<file path="src/rtl/mux_rr_arbiter_if.sv">
`timescale 1ns/1ps
// mux_rr_arbiter_if: requester-side and consumer-side handshake bundle for
// the shared round-robin mux. The "slave" modport is the arbiter view; the
// "master" modport is the environment (producers plus downstream consumer).
interface mux_rr_arbiter_if #(
    parameter int N  = 4,
    parameter int DW = 8
);
    logic [N-1:0]    req_valid;
    logic [N*DW-1:0] req_data;
    logic [N-1:0]    req_last;
    logic [N-1:0]    req_ready;
    logic            out_valid;
    logic [DW-1:0]   out_data;
    logic            out_last;
    logic            out_ready;

    modport master (
        output req_valid, req_data, req_last, out_ready,
        input  req_ready, out_valid, out_data, out_last
    );

    modport slave (
        input  req_valid, req_data, req_last, out_ready,
        output req_ready, out_valid, out_data, out_last
    );
endinterface

</file>
<file path="src/rtl/mux_rr_arbiter.sv">
`timescale 1ns/1ps
// mux_rr_arbiter: N requesters share one registered N:1 data mux.
// A round-robin search picks a winner while idle; the grant then stays locked
// on that requester until the beat flagged "last" is accepted. Beats pass
// through a one-entry output register with valid/ready flow control.
module mux_rr_arbiter #(
    parameter int N   = 4,
    parameter int DW  = 8,
    parameter int IDW = 2
) (
    input  logic            clk,
    input  logic            rst_n,
    mux_rr_arbiter_if.slave bus,
    output logic [IDW-1:0]  grant_id,
    output logic            busy
);

    // Reject parameter sets where the grant index cannot address every requester.
    if (IDW != $clog2(N)) begin : g_idw_check
        $error("mux_rr_arbiter: IDW must equal clog2(N)");
    end
    if (N < 2 || N > 8) begin : g_n_check
        $error("mux_rr_arbiter: N must be in 2..8");
    end

    typedef enum logic {
        IDLE  = 1'b0,
        GRANT = 1'b1
    } state_t;

    state_t         state, state_next;
    logic [IDW-1:0] ptr, ptr_next;
    logic [IDW-1:0] grant_next;

    logic [IDW-1:0] winner;
    logic           winner_found;
    logic [IDW:0]   cand;

    logic           grant_ready;
    logic           xfer;
    logic           grant_last;
    logic [DW-1:0]  grant_data;
    logic [N-1:0]   req_ready_c;

    logic           out_valid_r;
    logic [DW-1:0]  out_data_r;
    logic           out_last_r;

    // Round-robin search: first valid requester starting just after ptr, with
    // wrap. cand is one bit wider than the index so ptr+i cannot overflow
    // before the modulo-N fold.
    always_comb begin
        winner       = '0;
        winner_found = 1'b0;
        cand         = '0;
        for (int i = 1; i <= N; i++) begin
            cand = {1'b0, ptr} + (IDW+1)'(i);
            if (cand >= (IDW+1)'(N)) begin
                cand = cand - (IDW+1)'(N);
            end
            if (!winner_found && bus.req_valid[cand[IDW-1:0]]) begin
                winner_found = 1'b1;
                winner       = cand[IDW-1:0];
            end
        end
    end

    // Steer the granted requester's beat and generate its ready; the output
    // register can take a beat when empty or when it drains this cycle.
    always_comb begin
        req_ready_c = '0;
        grant_ready = (state == GRANT) && (!out_valid_r || bus.out_ready);
        grant_data  = bus.req_data[int'(grant_id)*DW +: DW];
        grant_last  = bus.req_last[grant_id];
        if (grant_ready) begin
            req_ready_c[grant_id] = 1'b1;
        end
        xfer = grant_ready && bus.req_valid[grant_id];
    end

    // Next-state logic: arbitrate from IDLE (a mandatory one-cycle bubble),
    // release the grant only when the last beat of the burst is accepted.
    always_comb begin
        state_next = state;
        ptr_next   = ptr;
        grant_next = grant_id;
        case (state)
            IDLE: begin
                if (winner_found) begin
                    grant_next = winner;
                    state_next = GRANT;
                end
            end
            GRANT: begin
                if (xfer && grant_last) begin
                    state_next = IDLE;
                    ptr_next   = grant_id;
                end
            end
            default: begin
                state_next = IDLE;
            end
        endcase
    end

    // State, fairness pointer and grant index; ptr resets to N-1 so that
    // requester 0 is first in line after reset.
    always_ff @(posedge clk or negedge rst_n) begin
        if (!rst_n) begin
            state    <= IDLE;
            ptr      <= IDW'(N-1);
            grant_id <= '0;
        end else begin
            state    <= state_next;
            ptr      <= ptr_next;
            grant_id <= grant_next;
        end
    end

    // One-entry output register: load on transfer, clear when drained,
    // otherwise hold data and last stable under backpressure.
    always_ff @(posedge clk or negedge rst_n) begin
        if (!rst_n) begin
            out_valid_r <= 1'b0;
            out_data_r  <= '0;
            out_last_r  <= 1'b0;
        end else if (xfer) begin
            out_valid_r <= 1'b1;
            out_data_r  <= grant_data;
            out_last_r  <= grant_last;
        end else if (bus.out_ready) begin
            out_valid_r <= 1'b0;
        end
    end

    assign bus.req_ready = req_ready_c;
    assign bus.out_valid = out_valid_r;
    assign bus.out_data  = out_data_r;
    assign bus.out_last  = out_last_r;
    assign busy          = (state == GRANT);

endmodule

</file>
<file path="src/flat_wrapper.sv">
// flat-port wrapper written by rule: the top's interface ports become plain ports
module mux_rr_arbiter_flat 
#(
    parameter int N   = 4,
    parameter int DW  = 8,
    parameter int IDW = 2
)
  (clk, rst_n, grant_id, busy, bus_req_valid, bus_req_data, bus_req_last, bus_out_ready, bus_req_ready, bus_out_valid, bus_out_data, bus_out_last);
  mux_rr_arbiter_if #(.N(N), .DW(DW)) bus_i ();
  input  logic clk;
  input  logic rst_n;
  output logic [IDW-1:0] grant_id;
  output logic busy;
  input wire logic [$bits(bus_i.req_valid)-1:0] bus_req_valid;
  input wire logic [$bits(bus_i.req_data)-1:0] bus_req_data;
  input wire logic [$bits(bus_i.req_last)-1:0] bus_req_last;
  input wire logic [$bits(bus_i.out_ready)-1:0] bus_out_ready;
  output wire logic [$bits(bus_i.req_ready)-1:0] bus_req_ready;
  output wire logic [$bits(bus_i.out_valid)-1:0] bus_out_valid;
  output wire logic [$bits(bus_i.out_data)-1:0] bus_out_data;
  output wire logic [$bits(bus_i.out_last)-1:0] bus_out_last;
  assign bus_i.req_valid = bus_req_valid;
  assign bus_i.req_data = bus_req_data;
  assign bus_i.req_last = bus_req_last;
  assign bus_i.out_ready = bus_out_ready;
  assign bus_req_ready = bus_i.req_ready;
  assign bus_out_valid = bus_i.out_valid;
  assign bus_out_data = bus_i.out_data;
  assign bus_out_last = bus_i.out_last;
  mux_rr_arbiter #(.N(N), .DW(DW), .IDW(IDW)) u_core (.clk(clk), .rst_n(rst_n), .bus(bus_i), .grant_id(grant_id), .busy(busy));
endmodule
</file>
<file path="config.mk">
export PLATFORM = sky130hd
export DESIGN_NAME = mux_rr_arbiter_flat
export DESIGN_NICKNAME = d
export VERILOG_FILES = /design/src/rtl/mux_rr_arbiter_if.sv /design/src/rtl/mux_rr_arbiter.sv /design/src/flat_wrapper.sv
export SDC_FILE = /design/constraint.sdc
export NUM_CORES = 1
export LEC_CHECK = 0
export ABC_AREA = 1
export BUFFER_PORTS_ARGS = -buffer_cell sky130_fd_sc_hd__buf_2
export CAP_MARGIN = 20
export CORE_MARGIN = 1.5
export CORE_UTILIZATION = 48
export DETAILED_ROUTE_END_ITERATION = 10
export PLACE_DENSITY = 0.94
export SYNTH_ARGS = -nofsm -noshare
export SYNTH_HDL_FRONTEND = slang
export SYNTH_SLANG_ARGS = --single-unit
</file>
<file path="constraint.sdc">
create_clock -name clk -period 4.3 [get_ports clk]
set_clock_uncertainty 0.1 [all_clocks]
set_input_delay 0.86 -clock clk [delete_from_list [all_inputs] [get_ports clk]]
set_output_delay 0.86 -clock clk [all_outputs]
set_load 0.05 [all_outputs]
</file>
==> out/metrics.sh, run 1 <==
SYNTH_TOP_FAMILY_BY_AREA='simple AND/OR/NAND/NOR gates'
DIE_WIDTH_UM=51.2
YOSYS.AREA_SHARE.ADDER_PCT=0
GRT_ANTENNA_BEFORE_REPAIR=0
POST_SYNTH_INSTANCE_AREA_UM2=1120
SYNTHESIS.AREA_PER_INSTANCE_UM2=6.65
POSTSYNTHNETCOUNT=211
CRITPATHMAXSTAGEDELAY_PS=450
CLK_PIN_SLEW_WORST_PATHS_PS=80
STATUS='complete, no violations'
YOSYSWARNINGS=0
VIA_PER_INST=4.98
SYNTH-XOR-AREA-SHARE_PCT=0
HOLD_VIOL_FINAL=0
SETUP.WORST_PATH.CLASS='input pin to output port'
FMAXACHIEVABLE_MHz=370
WORST-PATH-MAX-FANOUT=5
TRITONCTS.NUM_BUFFERS=3
CRIT-REG2REG-LAUNCH='u_core.grant_id[0]$_DFFE_PN0P_'
GRT.TOTAL_USAGE_PCT=23.4
BUFFER_PORTS.INSERTED=59
DETAIL_ROUTE.DRC_VIOLATIONS=0
ROUTE.ANTENNA.REMAINING_NETS=0
SYNTH_AREA_LEADERS='sky130_fd_sc_hd__nand2_1 30%, sky130_fd_sc_hd__dfrtp_1 29%, sky130_fd_sc_hd__nand3_1 7.2%'
END_KIND='output port'
CTS-ROOT-TO-SINK-BUFFERS=2
NUM_IO_PINS=60
LAYOUT.CELLS.MOST_COMMON_LIST='88 x sky130_fd_sc_hd__nand2_1, 59 x sky130_fd_sc_hd__buf_2, 16 x sky130_fd_sc_hd__nand3_1'
ANTENNADIODECOUNT=0
WORST_FLOP_TO_FLOP_PATH_ENDPOINT='u_core.bus.out_data[5]$_DFFE_PN0P_'
CLOCK_INSERTION_DELAY_WORST_SKEW_PS=270
WORST_HOLD_PATH_TYPE='input pin to async pin'
FINAL_MAX_SLEW_VIOL_COUNT=0
POSTSYNTHCELLCOUNT=168
NETS_FINAL=272
SYNTH_TOP_CELL_BY_AREA='sky130_fd_sc_hd__nand2_1'
VIAS=1275
POWER_uW=1210
SYNTH_SEQ_AREA_SHARE_PCT=33.8
FINALCRITICALPERIOD_PS=2700
TIMING.CRITICAL_PATH.FROM='bus_out_ready'
START_UTIL_PCT=50.5
CRITICAL_PATH.CELL_CHAIN='buf_2, o21ai_1, nor3_1, buf_2'
DIE_AREA_UM2=2630
YOSYS.AREA_SHARE.SIMPLE_PCT=46.1
RSZ0062_AT_GRT='no'
CTS_HOLD_BUFFERS=0
FINAL_CORE_UTILIZATION_PCT=65.3
CRIT_PATH_TOP_DELAY_CELL='sky130_fd_sc_hd__o21ai_1'
SETUP.REG_TO_REG.WORST_SLACK_PS=2360
SYNTH_TOP_CELL_AREA_SHARE_PCT=29.6
POSTSYNTHREGISTERBITS=15
CTSRESIZECOUNT=0
DP.FINAL_HPWL_UM=2230
WORST_R2R_PATH_DEPTH=7
POWER_DENSITY_CELLS_nW_PER_UM2=841
LAYOUT_CELL_SHARE_WITH_DRIVE_STRENGTH_BEYOND_1_PCT=34.2
FINAL-SETUP-VIOL-COUNT=0
PLACEMENT_ROWS=17
ROUTE.DETAILED.WL_PER_INST_UM=10.8
DRT_WL_TOTAL_UM=2770
TIGHTEST_SLEW_PS=551
MOST_COMMON_LIBRARY_CELL_IN_THE_LAYOUT_IGNORING_FILL_AND_TAPS='sky130_fd_sc_hd__nand2_1'
DIEHEIGHT_UM=51.2
GRT_PASS1_WL_UM=4770
PEAK_VDD_IR_V=0.000649
SYNTH_CELL_TYPE_COUNT=19
AREA_INSIDE_THE_CORE_BOUNDARY_UM2=2210
REQUIRED_PS=3340
CRIT_SHARE_POST_ROUTE_PCT=62.8
MAXIMUM_NUMBER_OF_PINS_ON_ONE_NET_BEFORE_GLOBAL_ROUTE_REPAIR=16
GLOBALPLACE.CONGESTION=0.817
CRIT_PATH_FREQUENT_CELL='sky130_fd_sc_hd__buf_2'
TIMING.MAX_CAP.VIOLATIONS=0
DETAIL_ROUTE.ITER0.VIOLATIONS=44
NUMBER_OF_SINKS_HANDLED_BY_CLOCK_TREE_SYNTHESIS=15
DRT_PRE_ANTENNA_ITERS=4
CLOCK_TREE_FROM_TRITONCTS='done'
CRITPATHLAUNCHTYPE='input pin'
SYNTH_COMPOUND_AREA_SHARE_PCT=12.0
WORSTPATHARRIVAL_PS=1740
LEAKAGE_uW=0.000859
HTREE_NUM_LEVELS=1
FIN_SETUP_TNS_PS=0
FIRST_GLOBAL_VIAS=1185
CTS.REPAIR_TIMING.SETUP_BUFFER_COUNT=0
CTSROOTBUFFERMASTER='sky130_fd_sc_hd__clkbuf_4'
FLOW.AREA_GROWTH_FROM_SYNTHESIS_PCT=29.2
TIMING.MAX_SLEW.REL_SLACK_PCT=63.0
SYNTHMUXAREASHARE_PCT=0
GLOBAL_ROUTE.OVERFLOW_TOTAL=0
==> cell usage after synthesis <==
cell,number
sky130_fd_sc_hd__nand2_1,88
sky130_fd_sc_hd__a21oi_4,1
sky130_fd_sc_hd__buf_4,1
sky130_fd_sc_hd__buf_6,2
sky130_fd_sc_hd__a21oi_1,1
sky130_fd_sc_hd__inv_2,7
sky130_fd_sc_hd__nand4_1,2
sky130_fd_sc_hd__a22oi_1,9
sky130_fd_sc_hd__nand3_1,16
sky130_fd_sc_hd__inv_1,9
sky130_fd_sc_hd__nand2_4,1
sky130_fd_sc_hd__nor3_1,3
sky130_fd_sc_hd__dfstp_2,2
sky130_fd_sc_hd__nor2_1,4
sky130_fd_sc_hd__a22oi_2,2
sky130_fd_sc_hd__dfrtp_1,13
sky130_fd_sc_hd__o21ai_1,4
sky130_fd_sc_hd__nor2_8,2
sky130_fd_sc_hd__nor2_4,1
==> cell type report <==
class,instances,area (um2)
fillers,202,768
multi-input cells,134,649
flip-flops and latches,15,378
repair buffers,59,295
inverters,16,60.1
well taps,28,35.0
clock buffers,4,26.3
==> per-layer routing <==
metal	vias to the layer above	part of all wire (%)	track usage, %
li1	663	-	-
met1	542	43	31.4
met2	68	48	40.5
met3	2	8.7	3.22
met4	0	0.40	4.82
met5	-	0	0
==> worst max-delay path: cells and delay by family <==
kind | cells | cell delay, ps
buffers and inverters | 2 | 330
AO/OA/AOI/OAI | 1 | 450
AND/OR/NAND/NOR | 1 | 90
==> sequential cells by signal, indices dropped and copies added (netlist names) <==
signal,flops
u_core.bus.out_data,8
u_core.grant_id,2
u_core.ptr,2
u_core.bus.out_last,1
u_core.bus.out_valid,1
u_core.busy,1
==> how the worst max path moves through the flow <==
stage	endpoint	slack, ps	depth (start not counted)
global route	bus_req_ready[2]	1530	4
global placement	bus_req_ready[2]	1620	4
CTS	bus_req_ready[2]	1600	4
floorplan	bus_req_ready[0]	1240	2
detailed placement	bus_req_ready[2]	1610	4
finish	bus_req_ready[2]	1600	4
==> per-stage QoR <==
step	setup WS [ps]	std cells	area, um2	hold WS (ps)
floorplan	1240	168	1120	390
global placement	1620	252	1420	351
detailed placement	1610	252	1420	362
CTS	1600	256	1440	366
global route	1530	256	1440	372
finish	1600	256	1440	359
==> kinds of logic (layout without fill, tap and decap cells) <==
family                 count (synthesis)  after routing
AND/OR/NAND/NOR                      117            117
buffers and inverters                 19             79
flip-flops                            15             15
AO/OA/AOI/OAI                         17             17
==> report_power, final <==
group | internal, uW | leakage, uW | switching (uW)
Clock | 36.0 | 0.0000150 | 41.4
Combinational | 232 | 0.000663 | 611
Sequential | 213 | 0.000182 | 79.8
Total | 481 | 0.000859 | 733
(Power assumes the default switching activity.)
==> inputs of run 2 (changes only) <==
CORE_UTILIZATION = 44   (was 48)
PLACE_DENSITY = 0.88   (was 0.94)
clock period = 2.5 ns   (was 4.3 ns; I/O delays follow)
==> run 2 against run 1 <==
Against the previous run:
- register-to-register slack worse by 1800 ps
- worst hold slack worse by 360 ps
- design area is 0.26% higher
- setup slack worse by 1300 ps
- core utilization is 5.8 points lower
- critical path depth is 1 lower
- wire length is 4.7% lower
- power is 71% higher
- via count is 1.3% lower
- non-clock buffer count stayed put
- largest cell class unchanged
==> out/metrics.sh, run 2 (synthesized netlist as in run 1, its figures left out) <==
CLK_PIN_SLEW_WORST_PATHS_PS=90  # about the same
FINAL_AREA_UM2=1450  # +0.26%
VIAS=1258  # -1.3%
CTSROOTBUFFERMASTER='sky130_fd_sc_hd__clkbuf_4'
TIMING.CRITICAL_PATH.FROM='u_core.grant_id[1]$_DFFE_PN0P_'
GRT_ANTENNA_BEFORE_REPAIR=0  # unchanged
GLOBAL_ROUTE.OVERFLOW_TOTAL=0  # unchanged
TIMING.MAX_SLEW.REL_SLACK_PCT=63.6  # +0.59 points
WORST-PATH-MAX-FANOUT=8  # +3
NUM_IO_PINS=60  # unchanged
STATUS='complete, no violations'
RSZ0062_AT_GRT='no'
LEAKAGE_uW=0.000862  # +0.32%
DETAIL_ROUTE.DRC_VIOLATIONS=0  # unchanged
TIMING.MAX_CAP.VIOLATIONS=0  # unchanged
CRITPATHMAXSTAGEDELAY_PS=640  # +190 ps
CTS-ROOT-TO-SINK-BUFFERS=2  # unchanged
GRT.MET1_USAGE_PCT=29.8  # -1.6 points
SETUP.REG_TO_REG.WORST_SLACK_PS=580  # -1780 ps
MOST_COMMON_LIBRARY_CELL_IN_THE_LAYOUT_IGNORING_FILL_AND_TAPS='sky130_fd_sc_hd__nand2_1'
DIEHEIGHT_UM=53.4  # +4.2%
GRT_PASS1_WL_UM=4360  # -8.5%
CRIT_SHARE_POST_ROUTE_PCT=86.8
END_KIND='output port'
BUFFER_PORTS.INSERTED=59  # unchanged
SETUP_SLACK_AFTER_LAYOUT_PS=330  # -1270 ps
GLOBALPLACE.CONGESTION=0.833  # +2.0%
TRITONCTS.NUM_BUFFERS=3  # unchanged
DETAIL_ROUTE.ITER0.VIOLATIONS=29  # -34%
FLOW.AREA_GROWTH_FROM_SYNTHESIS_PCT=29.6
DIE_AREA_UM2=2850  # +8.5%
AREA_INSIDE_THE_CORE_BOUNDARY_UM2=2430  # +10%
START_UTIL_PCT=45.9  # -4.6 points
POST-PLACE-WS_PS=517  # -1090 ps
WORST_FLOP_TO_FLOP_PATH_ENDPOINT='u_core.bus.out_data[6]$_DFFE_PN0P_'
ANTENNADIODECOUNT=0  # unchanged
GRT_UTIL_MET3_PCT=2.54  # -0.67 points
WORST_HOLD_PATH_TYPE='input pin to async pin'
VIA_PER_INST=4.88  # -2.1%
MULTIINPUTGATEAREA_UM2=649  # unchanged
DPL_CELL_AREA_UM2=1420  # +0.18%
HOLD_VIOL_FINAL=0  # unchanged
FMAXACHIEVABLE_MHz=461
FILL_CELLS=235  # +16%
LAYOUT.CELLS.MOST_COMMON_LIST='88 x sky130_fd_sc_hd__nand2_1, 59 x sky130_fd_sc_hd__buf_2, 16 x sky130_fd_sc_hd__nand3_1'
CTS_HOLD_BUFFERS=0  # unchanged
CLOCK_INSERTION_DELAY_WORST_SKEW_PS=270  # about the same
SETUP.WORST_PATH.CLASS='flip-flop to output port'
FIRST_GLOBAL_VIAS=1021  # -14%
GRT.TOTAL_USAGE_PCT=20.4  # -3.0 points
NETS_FINAL=272  # unchanged
CRITICAL_PATH.CELL_CHAIN='inv_2, nor3_1, buf_2'
DRT_PRE_ANTENNA_ITERS=4  # unchanged
ROUTE.DETAILED.WL_PER_INST_UM=10.2  # -5.5%
CLOCK_TREE_FROM_TRITONCTS='done'
MAXIMUM_NUMBER_OF_PINS_ON_ONE_NET_BEFORE_GLOBAL_ROUTE_REPAIR=16  # unchanged
TIGHTEST_SLEW_PS=542  # -8.78 ps
CTS.REPAIR_TIMING.SETUP_BUFFER_COUNT=0  # unchanged
REQUIRED_PS=1900  # -1440 ps
CRIT-REG2REG-LAUNCH='u_core.grant_id[1]$_DFFE_PN0P_'
PLACEMENT_ROWS=18  # +1
DRT_WL_TOTAL_UM=2640  # -4.7%
FINAL-SETUP-VIOL-COUNT=0  # unchanged
DIE_WIDTH_UM=53.4  # +4.2%
FINALCRITICALPERIOD_PS=2170
GRT_UTIL_MET2_PCT=30.7  # -9.8 points
NUMBER_OF_SINKS_HANDLED_BY_CLOCK_TREE_SYNTHESIS=15  # unchanged
WORSTPATHARRIVAL_PS=1570  # -170 ps
CTSRESIZECOUNT=0  # unchanged
POWER_DENSITY_CELLS_nW_PER_UM2=1430  # +70%
WORST_R2R_PATH_DEPTH=7  # unchanged
CRIT_PATH_TOP_DELAY_CELL='sky130_fd_sc_hd__dfrtp_1'
LAYOUT.AREA.SEQ_UM2=378  # unchanged
BUSIEST_LAYER_IN_GLOBAL_ROUTING='met2'
LARGEST_REG_FLOPS=8  # unchanged
PEAK_VDD_IR_V=0.00107  # +65%
CRITPATHLAUNCHTYPE='flip-flop'
ROUTE.ANTENNA.REMAINING_NETS=0  # unchanged
LAYOUT_CELL_SHARE_WITH_DRIVE_STRENGTH_BEYOND_1_PCT=34.6  # +0.44 points
HTREE_NUM_LEVELS=1  # unchanged
FINAL_MAX_SLEW_VIOL_COUNT=0  # unchanged
DP.FINAL_HPWL_UM=2150  # -3.7%
==> run 2: cell types whose count changed in the layout (fill, tap and decap cells not counted), sizes merged <==
cell    change
clkinv      +1
clkbuf      -1
==> run 2: worst max-delay path by stage <==
stage / end / cells past startpoint
2_1_floorplan: bus_req_ready[1] / 3
3_3_place_gp: bus_req_ready[2] / 4
3_5_place_dp: bus_req_ready[2] / 4
4_1_cts: bus_req_ready[2] / 3
5_1_grt: bus_req_ready[1] / 3
6_report: bus_req_ready[2] / 3
==> run 2: final cells by class <==
class	instances	share of cell area, %
Inverter	16	4.15
Multi-Input combinational cell	134	44.9
Sequential cell	15	26.1
Timing Repair Buffer	59	20.4
Clock inverter	1	0.346
Clock buffer	3	1.56
Tap cell	30	2.59
==> run 2: where the power goes <==
| group | internal (uW) | switching (uW) | total [uW] | leakage, uW |
|---|---|---|---|---|
| combinational | 399 | 1040 | 1440 | 0.000663 |
| clock | 59.2 | 75.0 | 134 | 0.0000177 |
| sequential | 366 | 136 | 502 | 0.000182 |
==> run 2: per-stage QoR <==
step / power, uW / std cells / hold slack [ps] / util (%) / TNS (ps)
floorplan: 1670 / 168 / 104 / - / -341
global placement: 1920 / 254 / 308 / 58.4 / 0
detailed placement: 1950 / 254 / 310 / 58.4 / 0
CTS: 2080 / 258 / 8.35 / 59.5 / 0
global route: 2280 / 258 / 5.78 / 59.5 / 0
finish: 2070 / 258 / 2.36 / 59.5 / 0
==> run 2: worst max-delay path, delay by kind of cell (launching register included) <==
kind / cells / cell delay, ps
and+or+nand+nor: 1 / 210
DFF: 1 / 640
buffers and inverters: 2 / 440
==> run 2: metal layers <==
layer  wire length, um  vias to the layer above  share of wire [%]
met5                 0                        -                  0
met4                17                        0               0.65
met3               120                        2                4.6
met2              1220                       45                 46
met1              1270                      544                 48
li1                  -                      667                  -
==> inputs of run 3 (changes only) <==
CORE_ASPECT_RATIO = 1.75   (was default)
==> run 3 against run 2 <==
Against the previous run:
- sequential power rose by 1%
- sequential cell count unchanged
- power increased by 4.8%
- design area increased by 0.95%
- non-clock buffer count stayed put
==> out/metrics.sh, run 3 (synthesized netlist as in run 1, its figures left out) <==
CTSROOTBUFFERMASTER='sky130_fd_sc_hd__clkbuf_8'
SETUP_SLACK_AFTER_LAYOUT_PS=383  # +53.2 ps
CTS_HOLD_BUFFERS=0  # unchanged
ROUTE.ANTENNA.REMAINING_NETS=0  # unchanged
TIGHTEST_SLEW_PS=584  # +41.1 ps
DETAIL_ROUTE.ITER0.VIOLATIONS=29  # unchanged
DETAIL_ROUTE.DRC_VIOLATIONS=0  # unchanged
P_COMB_SHARE_PCT=67.5  # -1.8 points
HTREE_NUM_LEVELS=1  # unchanged
SHARE_CLK_OF_TOTAL_POWER_PCT=9.1  # +2.6 points
FIRST_GLOBAL_VIAS=1220  # +19%
FINAL-SETUP-VIOL-COUNT=0  # unchanged
CRIT_SHARE_POST_ROUTE_PCT=84.7  # -2.1 points
GLOBALPLACE.CONGESTION=0.718  # -14%
PEAK_VDD_IR_V=0.000816  # -24%
GRT_PASS1_WL_UM=4970  # +14%
GRT_ANTENNA_BEFORE_REPAIR=0  # unchanged
FLOW.AREA_GROWTH_FROM_SYNTHESIS_PCT=30.8
END_KIND='output port'
DRT_PRE_ANTENNA_ITERS=4  # unchanged
WORST-PATH-MAX-FANOUT=8  # unchanged
CRITPATHLAUNCHTYPE='flip-flop'
HOLD_VIOL_FINAL=0  # unchanged
SWITCHING_SHARE_PCT=59.6  # -0.57 points
FILL_CELLS=252  # +7.2%
DIE_AREA_UM2=2860  # +0.42%
NETS_FINAL=272  # unchanged
RSZ0062_AT_GRT='no'
VIAS=1292  # +2.7%
TIMING.MAX_CAP.VIOLATIONS=0  # unchanged
CLK_PIN_SLEW_WORST_PATHS_PS=60  # -30 ps
CRIT_PATH_TOP_DELAY_CELL='sky130_fd_sc_hd__dfrtp_1'
CLOCK_TREE_FROM_TRITONCTS='done'
VIA_PER_INST=5.09  # +4.3%
STATUS='complete, no violations'
TIMING.CRITICAL_PATH.BUF_INV=2  # unchanged
WORST_HOLD_PATH_TYPE='input pin to async pin'
START_UTIL_PCT=45.4  # -0.56 points
DRT_WL_TOTAL_UM=3110  # +18%
FINALCRITICALPERIOD_PS=2120  # -53.2 ps
NUM_IO_PINS=60  # unchanged
SETUP.WORST_PATH.CLASS='flip-flop to output port'
DIEHEIGHT_UM=69.7  # +30%
GRT.TOTAL_USAGE_PCT=24.3  # +3.9 points
MOST_COMMON_LIBRARY_CELL_IN_THE_LAYOUT_IGNORING_FILL_AND_TAPS='sky130_fd_sc_hd__nand2_1'
DP.FINAL_HPWL_UM=2460  # +14%
GRT_UTIL_MET3_PCT=3.21  # +0.66 points
POST-PLACE-WS_PS=515  # -2.13 ps
ANTENNADIODECOUNT=0  # unchanged
INTERNAL_POWER_uW=877  # +6.3%
NUMBER_OF_SINKS_HANDLED_BY_CLOCK_TREE_SYNTHESIS=15  # unchanged
GRT_UTIL_MET2_PCT=43.9  # +13 points
CTS-ROOT-TO-SINK-BUFFERS=2  # unchanged
FMAXACHIEVABLE_MHz=472  # +2.5%
LAYOUTNONFILLERINSTCOUNT=254  # -1.6%
TIMING.MAX_SLEW.REL_SLACK_PCT=60.8  # -2.8 points
FINAL_MAX_SLEW_VIOL_COUNT=0  # unchanged
CLOCK_INSERTION_DELAY_WORST_SKEW_PS=250  # -20 ps
CELL_COUNT_AFTER_PLACEMENT=250  # -1.6%
LAYOUT.CELLS.MOST_COMMON_LIST='88 x sky130_fd_sc_hd__nand2_1, 59 x sky130_fd_sc_hd__buf_2, 16 x sky130_fd_sc_hd__nand3_1'
BUFFER_PORTS.INSERTED=59  # unchanged
PLACEMENT_ROWS=24  # +6
LEAKAGE_uW=0.000870  # +0.90%
ROUTE.DETAILED.WL_PER_INST_UM=12.3  # +20%
LARGEST_REG_FLOPS=8  # unchanged
MAXIMUM_NUMBER_OF_PINS_ON_ONE_NET_BEFORE_GLOBAL_ROUTE_REPAIR=16  # unchanged
TRITONCTS.NUM_BUFFERS=3  # unchanged
CTSRESIZECOUNT=0  # unchanged
WORSTPATHARRIVAL_PS=1520  # -50 ps
WORST_PATH_DOMINANT_CELL_FAMILY='flip-flops'
BUSIEST_LAYER_IN_GLOBAL_ROUTING='met2'
TOTAL_SWITCHING_POWER_uW=1290  # +3.8%
GLOBAL_ROUTE.OVERFLOW_TOTAL=0  # unchanged
AREA_INSIDE_THE_CORE_BOUNDARY_UM2=2460  # +1.2%
POWER_DENSITY_CELLS_nW_PER_UM2=1490  # +3.8%
REQUIRED_PS=1900  # about the same
CRITICAL_PATH.CELL_CHAIN='inv_2, nor3_1, buf_2'
DIE_WIDTH_UM=41.1  # -23%
CTS.REPAIR_TIMING.SETUP_BUFFER_COUNT=0  # unchanged
SEQUENTIAL_POWER_SHARE_PCT=23.4  # -0.8 points
GRT.MET1_USAGE_PCT=26.1  # -3.6 points
CRITPATHMAXSTAGEDELAY_PS=640  # about the same
LAYOUT_CELL_SHARE_WITH_DRIVE_STRENGTH_BEYOND_1_PCT=34.6  # unchanged
[run 3: cell counts in the layout (fill, tap and decap cells not counted)]
Identical to the previous run, type by type.
[run 3: cell type report]
type | instances | area (um2) | area share, %
repair buffers | 59 | 295 | 20.2
multi-input cells | 134 | 649 | 44.4
clock buffers | 3 | 41.3 | 2.83
clock inverters | 1 | 5.00 | 0.342
inverters | 16 | 60.1 | 4.11
flip-flops and latches | 15 | 378 | 25.9
well taps | 26 | 32.5 | 2.23
[run 3: power groups by stage]
stage | Clock (uW) | Combinational [uW] | Sequential, uW
4_1_cts | 198 | 1480 | 507
3_3_place_gp | 0 | 1450 | 511
6_report | 198 | 1460 | 509
3_5_place_dp | 0 | 1470 | 510
5_1_grt | 209 | 1610 | 526
2_1_floorplan | 0 | 903 | 764
[run 3: worst register-to-register path, stage by stage (launching register included)]
cell and delay, ps:
sky130_fd_sc_hd__dfrtp_1 640, sky130_fd_sc_hd__nand2_1 160, sky130_fd_sc_hd__inv_2 200, sky130_fd_sc_hd__a22oi_2 130, sky130_fd_sc_hd__a21oi_4 300, sky130_fd_sc_hd__inv_2 150
sky130_fd_sc_hd__nand2_1 100, sky130_fd_sc_hd__nand2_1 50
[run 3: metal layers]
metal	vias to the layer above	share of wire, %
met5	-	0
met2	40	58
li1	662	-
met4	0	2.1
met3	7	3.8
met1	583	36
[run 3: through the flow]
| stage | power, uW | hold WS, ps | setup TNS [ps] | area (um2) | utilization, % |
|---|---|---|---|---|---|
| floorplan | 1670 | 104 | -341 | 1120 | - |
| global placement | 1960 | 311 | 0 | 1420 | 57.5 |
| detailed placement | 1980 | 319 | 0 | 1420 | 57.5 |
| CTS | 2180 | 50.8 | 0 | 1460 | 59.3 |
| global route | 2350 | 66.2 | 0 | 1460 | 59.3 |
| finish | 2170 | 45.9 | 0 | 1460 | 59.3 |
[run 3: worst paths after layout]
path | start | endpoint | slack [ps] | cells after the start
worst max register to register | u_core.grant_id[1]$_DFFE_PN0P_ | u_core.bus.out_data[0]$_DFFE_PN0P_ | 570 | 7
max in group asynchronous | rst_n | u_core.ptr[0]$_DFFE_PN1P_ | 1950 | 1
min in group clk | bus_out_ready | u_core.bus.out_valid$_DFFE_PN0P_ | 320 | 2
worst min-delay path | rst_n | u_core.bus.out_data[3]$_DFFE_PN0P_ | 50 | 1
worst min register to register | u_core.bus.out_data[1]$_DFFE_PN0P_ | u_core.bus.out_data[1]$_DFFE_PN0P_ | 360 | 2
worst max-delay path | u_core.grant_id[1]$_DFFE_PN0P_ | bus_req_ready[2] | 380 | 3
